File: config.mk
export PLATFORM = sky130hd
export DESIGN_NAME = game_controller
export DESIGN_NICKNAME = d
export VERILOG_FILES = /design/src/rtl/game_controller_pkg.sv /design/src/rtl/game_lfsr16.sv /design/src/rtl/game_controller.sv
export SDC_FILE = /design/constraint.sdc
export NUM_CORES = 1
export LEC_CHECK = 0
export CAP_MARGIN = 20
export CORE_ASPECT_RATIO = 1.75
export CORE_MARGIN = 2
export CORE_UTILIZATION = 45
export DETAILED_ROUTE_END_ITERATION = 16
export MAX_ROUTING_LAYER = met4
export PLACE_DENSITY = 0.77
export SLEW_MARGIN = 30
export SYNTH_ARGS = -nofsm -noshare
export SYNTH_HDL_FRONTEND = slang
export SYNTH_SLANG_ARGS = --single-unit
File: constraint.sdc
create_clock -name clk -period 8.2 [get_ports clk]
set_input_delay 2.05 -clock clk [delete_from_list [all_inputs] [get_ports clk]]
set_output_delay 2.05 -clock clk [all_outputs]
set_load 0.02 [all_outputs]
File: src/rtl/game_controller_pkg.sv
// Shared definitions for the memory game controller.
// Holds the FSM encoding, the LFSR constants and the round-length formula.
package game_controller_pkg;

  typedef enum logic [3:0] {
    S_IDLE,
    S_GEN,
    S_SHOW_ON,
    S_SHOW_OFF,
    S_CLR,
    S_CAPTURE,
    S_CHECK,
    S_PASS,
    S_FAIL
  } state_t;

  // Right-shifting Fibonacci form of taps 16,14,13,11: feedback is taken from bits 0,2,3,5.
  localparam logic [15:0] LFSR_TAPS     = 16'h002D;
  localparam logic [15:0] ZERO_SEED_SUB = 16'hACE1;

  function automatic logic [15:0] lfsr_next(input logic [15:0] cur);
    return {^(cur & LFSR_TAPS), cur[15:1]};
  endfunction

  function automatic logic [2:0] next_elem(input logic [15:0] cur);
    logic [15:0] nxt;
    nxt = lfsr_next(cur);
    return nxt[2:0];
  endfunction

  function automatic logic [4:0] round_len(input logic [2:0] level);
    return {level, 2'b00} + 5'd4;
  endfunction

endpackage

File: src/rtl/game_lfsr16.sv
// 16-bit Fibonacci LFSR used to generate the round pattern.
// A zero seed would lock the register, so it is swapped for a fixed non-zero value.
module game_lfsr16
  import game_controller_pkg::*;
(
  input  logic        clk,
  input  logic        rst,
  input  logic        load,
  input  logic [15:0] seed,
  input  logic        step,
  output logic [15:0] out
);

  always_ff @(posedge clk or negedge rst) begin
    if (!rst) begin
      out <= '0;
    end else if (load) begin
      out <= (seed == 16'h0000) ? ZERO_SEED_SUB : seed;
    end else if (step) begin
      out <= lfsr_next(out);
    end
  end

endmodule

File: src/rtl/game_controller.sv
// Memory game round controller: generates a pseudo-random pattern, displays it,
// lets the capture block record the player's presses, then checks them.
module game_controller
  import game_controller_pkg::*;
#(
  parameter int SHOW_ON  = 8,
  parameter int SHOW_OFF = 4,
  parameter int TIMEOUT  = 1024
) (
  input  logic        clk,
  input  logic        rst,
  input  logic        start,
  input  logic [2:0]  level,
  input  logic [15:0] seed,
  input  logic [47:0] cap_data,
  input  logic        cap_done,
  output logic        cap_enable,
  output logic        cap_clr_n,
  output logic        show_valid,
  output logic [2:0]  show_idx,
  output logic        busy,
  output logic        pass,
  output logic        fail,
  output logic [7:0]  score
);

  localparam logic [15:0] ON_LAST  = 16'(SHOW_ON - 1);
  localparam logic [15:0] OFF_LAST = 16'(SHOW_OFF - 1);
  localparam logic [15:0] TO_LAST  = 16'(TIMEOUT - 1);

  state_t      state;
  logic [3:0]  idx;
  logic [3:0]  last_idx;
  logic [15:0] cnt;
  logic [2:0]  pattern  [16];
  logic [2:0]  cap_slot [16];
  logic [15:0] lfsr_out;
  logic        accept;
  logic        lfsr_step;

  assign accept    = (state == S_IDLE) && start && (level inside {3'd1, 3'd2, 3'd3});
  assign lfsr_step = (state == S_GEN);

  for (genvar k = 0; k < 16; k++) begin : g_slot
    assign cap_slot[k] = cap_data[3*k +: 3];
  end

  game_lfsr16 u_lfsr (
    .clk  (clk),
    .rst  (rst),
    .load (accept),
    .seed (seed),
    .step (lfsr_step),
    .out  (lfsr_out)
  );

  // cnt is shared: show on/off timing in the display phase, timeout in capture.
  always_ff @(posedge clk or negedge rst) begin
    if (!rst) begin
      state      <= S_IDLE;
      idx        <= '0;
      last_idx   <= '0;
      cnt        <= '0;
      for (int k = 0; k < 16; k++) pattern[k] <= '0;
      cap_enable <= 1'b0;
      cap_clr_n  <= 1'b0;
      show_valid <= 1'b0;
      show_idx   <= '0;
      busy       <= 1'b0;
      pass       <= 1'b0;
      fail       <= 1'b0;
      score      <= '0;
    end else begin
      pass      <= 1'b0;
      fail      <= 1'b0;
      cap_clr_n <= 1'b1;
      case (state)
        S_IDLE: begin
          if (accept) begin
            state    <= S_GEN;
            idx      <= '0;
            last_idx <= 4'(round_len(level) - 5'd1);
            busy     <= 1'b1;
          end
        end
        S_GEN: begin
          pattern[idx] <= next_elem(lfsr_out);
          if (idx == last_idx) begin
            state      <= S_SHOW_ON;
            idx        <= '0;
            cnt        <= '0;
            show_valid <= 1'b1;
            show_idx   <= pattern[0];
          end else begin
            idx <= idx + 4'd1;
          end
        end
        S_SHOW_ON: begin
          if (cnt == ON_LAST) begin
            state      <= S_SHOW_OFF;
            cnt        <= '0;
            show_valid <= 1'b0;
            show_idx   <= '0;
          end else begin
            cnt <= cnt + 16'd1;
          end
        end
        S_SHOW_OFF: begin
          if (cnt == OFF_LAST) begin
            cnt <= '0;
            if (idx == last_idx) begin
              state     <= S_CLR;
              cap_clr_n <= 1'b0;
            end else begin
              state      <= S_SHOW_ON;
              idx        <= idx + 4'd1;
              show_valid <= 1'b1;
              show_idx   <= pattern[idx + 4'd1];
            end
          end else begin
            cnt <= cnt + 16'd1;
          end
        end
        S_CLR: begin
          state      <= S_CAPTURE;
          cap_enable <= 1'b1;
          cnt        <= '0;
        end
        // cap_done is tested first so it wins over a timeout in the same cycle.
        S_CAPTURE: begin
          if (cap_done) begin
            state      <= S_CHECK;
            cap_enable <= 1'b0;
            idx        <= '0;
          end else if (cnt == TO_LAST) begin
            state      <= S_FAIL;
            cap_enable <= 1'b0;
            fail       <= 1'b1;
          end else begin
            cnt <= cnt + 16'd1;
          end
        end
        S_CHECK: begin
          if (cap_slot[idx] != pattern[idx]) begin
            state <= S_FAIL;
            fail  <= 1'b1;
          end else if (idx == last_idx) begin
            state <= S_PASS;
            pass  <= 1'b1;
            score <= (score == 8'hFF) ? score : score + 8'd1;
          end else begin
            idx <= idx + 4'd1;
          end
        end
        S_PASS, S_FAIL: begin
          state <= S_IDLE;
          busy  <= 1'b0;
          idx   <= '0;
          cnt   <= '0;
        end
        default: state <= S_IDLE;
      endcase
    end
  end

endmodule

==> results.md <==
* Initial Util at a little under half
* Slew at the pin closest to its max-slew limit at roughly 1 ns
* H-Tree Level Count at 3
* Floorplan row count at between 50 and 60
* Total Neg Setup Slack at 0 ns
* Synthesized instance count at ~580
* Number of distinct library cell variants in the gate-level netlist after synthesis at 60
* Crit-path cells: clkdlybuf4s50_1 -> nor2_1 -> nor3b_1 -> nand3_1 -> and2_0 -> a22oi_1 -> o21ai_0
* Post-synthesis async set-or-reset flop share at 100.0%
* Vias in the first global route at ~5300
* Number of ports placed on the die boundary at 88
* Power Dens Cells at around 310 mW/mm^2
* Number of routed nets with antenna violations at 0
* # setup viols final at 0
* TritonCTS clock tree: built
* Run status: finished clean
* EDFF count, synth at 0
* Cell accounting for the most synthesized area: sky130_fd_sc_hd__dfrtp_1
* Placeable core area at around 0.014 sq mm
* Cts-stage hold buffer count at 0
* Global-route wire length before repair at approximately 27000 um
* GPL Wtd Cong at 0.9125
* Drt via density at approximately 6.3
* Total iterations of the first detailed-routing run at 6
* Sequential cell area fraction in the yosys report at 42.43%
* Relative max-transition margin at approximately a third
* Worst Setup Path Type: in2reg
* Fin crit share at between 50 and 60%
* Number of filler cells placed in the layout at 1148
* DR iter-0 viols at 357
* Die span in y at ~160 um
* Leading cell types by total area after synthesis: sky130_fd_sc_hd__dfrtp_1, sky130_fd_sc_hd__mux4_2, sky130_fd_sc_hd__mux2_2
* Adder-cell share of the synthesized area at under 10%
* Data arrival at the endpoint of the critical path at 4.68 ns
* Number of warnings printed during yosys synthesis at 0
* Wire length reported by the detailed router at around 16000 um
* Number of max-cap violations at 0
* Slowest-stage cell, CP: sky130_fd_sc_hd__nand3_1
* Number of hold violations in the final report at 0
* Post-layout minimum cycle time at between 4 and 5 ns
* Count of buffering cells on the critical path with inverters included at 1
* Total design power at about 0.0024 W
* Count of antenna diodes in the layout at 0
* Static leakage at 3.283 nW
* Xor/xnor cell area share of the yosys netlist at around 2.8%
* Maximum number of pins on one net before global-route repair at 60
* Number of nets in the synthesized netlist at around 660
* Maximum single-stage delay on the critical path at between 0.7 and 0.8 ns
* Setup slack, reg-to-reg at ~4.8 ns
* Type of the most critical hold path: reg2reg
* Die Footprint at around 0.015 sq mm
* Detailed Place HPWL at ~12000 um
* Number of buffers inserted during clock tree synthesis at 9
* Via count at 5145
* Area used by multi-input combinational logic at about 0.0034 sq mm
* Clock net sink count at between 100 and 150
* Library cell used as clock root buffer: sky130_fd_sc_hd__clkbuf_16
* Total overflow reported by the global router at 0
* Overall Global Routing Usage at 23.03%
* Highest attainable clock frequency at between 200 and 250 MHz
* Number of buffers inserted to repair setup after CTS at 0
* Post-Syn Area at 0.006370 sq mm
* Unrepaired setup endpoints after global routing: false
* Clock network latency to the later pin of the worst-skew pair at around 0.34 ns
* Number of nets in the final layout at slightly above 700
* Count of cells resized by post-cts repair at 0
* Buffers from clock root to sink, at most at 2
* Post-Synthesis Mean Instance Area at 11.02 sq um
* Area added between synthesis and finish at 20.05%
* Fraction of the mapped netlist area in compound gates at between 10% and 20%
* Critical Path Source Type: input pin
* Sequential Area at between 0.002 and 0.003 sq mm
* Critical Path Fanout Max at 24
* Quantity of I/O buffers inserted on ports at 87
* Endpoint kind of the worst setup timing path: flop
* Cell family with the largest share of critical-path delay: simple AND/OR/NAND/NOR gates
* Worst-case clock skew at 0.007652 ns
* Peak supply drop at between 0.0001 and 0.00015 V
* Number of antenna violations at the first check in global routing at 0
* Post-synthesis simple-gate area fraction at between 10 and 15%
* Mux contribution to synthesized area at roughly a quarter
* Most common cell in the synthesized netlist: sky130_fd_sc_hd__dfrtp_1
* Ratio of cells with drive above 1 in the final layout at between 10% and 20%
* Synth Flop Type: sky130_fd_sc_hd__dfrtp_1
* Main combinational cell family by area after synthesis: multiplexers
* Data required, critical path at approximately 8.4 ns
* Clock transition at the registers of the reported paths at roughly 0.070 ns
* DRC violation count after routing at 0
* Die Wd at roughly 94 um
* Register bit total from synthesis at 108
* Average wire length per cell after detail routing at 19.92 um
* Area fraction of the dominant cell type after synthesis at 42.43%
* Slew Limit Fails at 0
* Leading cell types by count after synthesis: sky130_fd_sc_hd__dfrtp_1, sky130_fd_sc_hd__mux2_2, sky130_fd_sc_hd__nor2_1
[flip-flops by register name (all words and copies together) (netlist names), 3 cells and up]
name / flops
idx: 4
cnt: 16
last_idx: 3
show_idx: 3
score: 8
u_lfsr.out: 16
pattern: 48
state: 4
[worst register-to-register path, delay by kind of cell (launching register included)]
family	cells	cell delay, ns
compound gates	4	0.62
fa+ha+maj	1	0.81
flops	1	0.86
simple gates	1	0.15
mux	1	0.62
buf+inv	1	0.22
[cells in the final DEF, fill, tap and decap left out, types with 3 or more instances in the layout]
master | netlist | routed
sky130_fd_sc_hd__mux2i_1 | 4 | 4
sky130_fd_sc_hd__mux4_2 | 28 | 28
sky130_fd_sc_hd__nor2_1 | 49 | 49
sky130_fd_sc_hd__nor2b_1 | 7 | 7
sky130_fd_sc_hd__mux4_1 | 8 | 8
sky130_fd_sc_hd__xor2_1 | 7 | 7
sky130_fd_sc_hd__and3_1 | 7 | 7
sky130_fd_sc_hd__bufinv_16 | 0 | 3
sky130_fd_sc_hd__dfrtp_1 | 108 | 107
sky130_fd_sc_hd__a211oi_1 | 5 | 5
sky130_fd_sc_hd__nor3_1 | 12 | 12
sky130_fd_sc_hd__xnor2_1 | 10 | 10
sky130_fd_sc_hd__nand4_1 | 5 | 5
sky130_fd_sc_hd__buf_4 | 3 | 5
sky130_fd_sc_hd__mux2_2 | 52 | 52
sky130_fd_sc_hd__ha_1 | 6 | 6
sky130_fd_sc_hd__o21ai_0 | 21 | 21
sky130_fd_sc_hd__a31oi_1 | 4 | 4
sky130_fd_sc_hd__a221o_1 | 3 | 3
sky130_fd_sc_hd__and2_1 | 4 | 4
sky130_fd_sc_hd__a21oi_1 | 11 | 11
sky130_fd_sc_hd__o211ai_1 | 3 | 3
sky130_fd_sc_hd__o22ai_1 | 14 | 14
sky130_fd_sc_hd__nor3b_1 | 3 | 3
sky130_fd_sc_hd__clkdlybuf4s50_1 | 0 | 86
sky130_fd_sc_hd__inv_1 | 12 | 12
sky130_fd_sc_hd__nand2b_1 | 3 | 3
sky130_fd_sc_hd__nand3_1 | 33 | 33
sky130_fd_sc_hd__nor4_1 | 10 | 10
sky130_fd_sc_hd__nand2_1 | 44 | 44
sky130_fd_sc_hd__clkbuf_16 | 0 | 9
sky130_fd_sc_hd__a22o_1 | 12 | 12
sky130_fd_sc_hd__a22oi_1 | 20 | 20
[per-stage QoR]
step / util, % / cells / worst slack (ns) / area [sq um] / hold slack (ns)
finish: 55.27 / 821 / 3.709 / 7647 / 0.4929
floorplan: - / 578 / 4.202 / 6370 / 0.4508
CTS: 55.27 / 821 / 3.751 / 7647 / 0.5060
detailed placement: 52.84 / 806 / 3.372 / 7311 / 0.4877
global placement: 52.82 / 806 / 3.533 / 7308 / 0.4728
global route: 55.27 / 821 / 3.450 / 7647 / 0.5197
[cell families (layout without fill, tap and decap cells)]
kind of cell	count (synthesis)	after routing
buffers and inverters	52	118
multiplexers	94	94
AO/OA/AOI/OAI	114	114
AND/OR/NAND/NOR	185	185
XOR/XNOR	19	19
adder cells (fa/ha/maj)	6	6
flip-flops	108	108
[final timing paths]
| kind | cells past startpoint | to | from |
|---|---|---|---|
| setup / recovery | 7 | u_lfsr.out[7] | level[1] |
| hold / removal | 1 | score[4] | score[4] |
| max in group asynchronous | 2 | u_lfsr.out[11] | rst |
| min in group asynchronous | 1 | score[6] | rst |
| hold reg to reg | 1 | score[4] | score[4] |
| setup reg to reg | 8 | show_idx[0] | idx[0] |
[routing by layer]
layer | up-vias | global-route usage [%] | wire length, um | part of all wire, %
li1 | 2312 | - | - | -
met1 | 2618 | 25.50 | 6054 | 37
met2 | 173 | 41.07 | 9245 | 57
met3 | 42 | 3.172 | 589 | 3.6
met4 | 0 | 9.223 | 461 | 2.8
met5 | - | - | 0 | 0
[cell type report]
class | instances | share of cell area (%)
Tap cell | 177 | 2.896
Timing Repair Buffer | 91 | 11.75
Inverter | 12 | 0.5890
Multi-Input combinational cell | 418 | 44.98
Clock inverter | 6 | 1.456
Sequential cell | 108 | 35.39
Clock buffer | 9 | 2.945
[report_power, final]
part / total, W / internal (W) / switching (W)
logic: 0.00101 / 0.000482 / 0.000525
clock network: 0.000492 / 0.000298 / 0.000195
registers: 0.000878 / 0.000667 / 0.000211
total: 0.00238 / 0.00145 / 0.000931
Note: power is estimated with default switching activity, not from simulation.
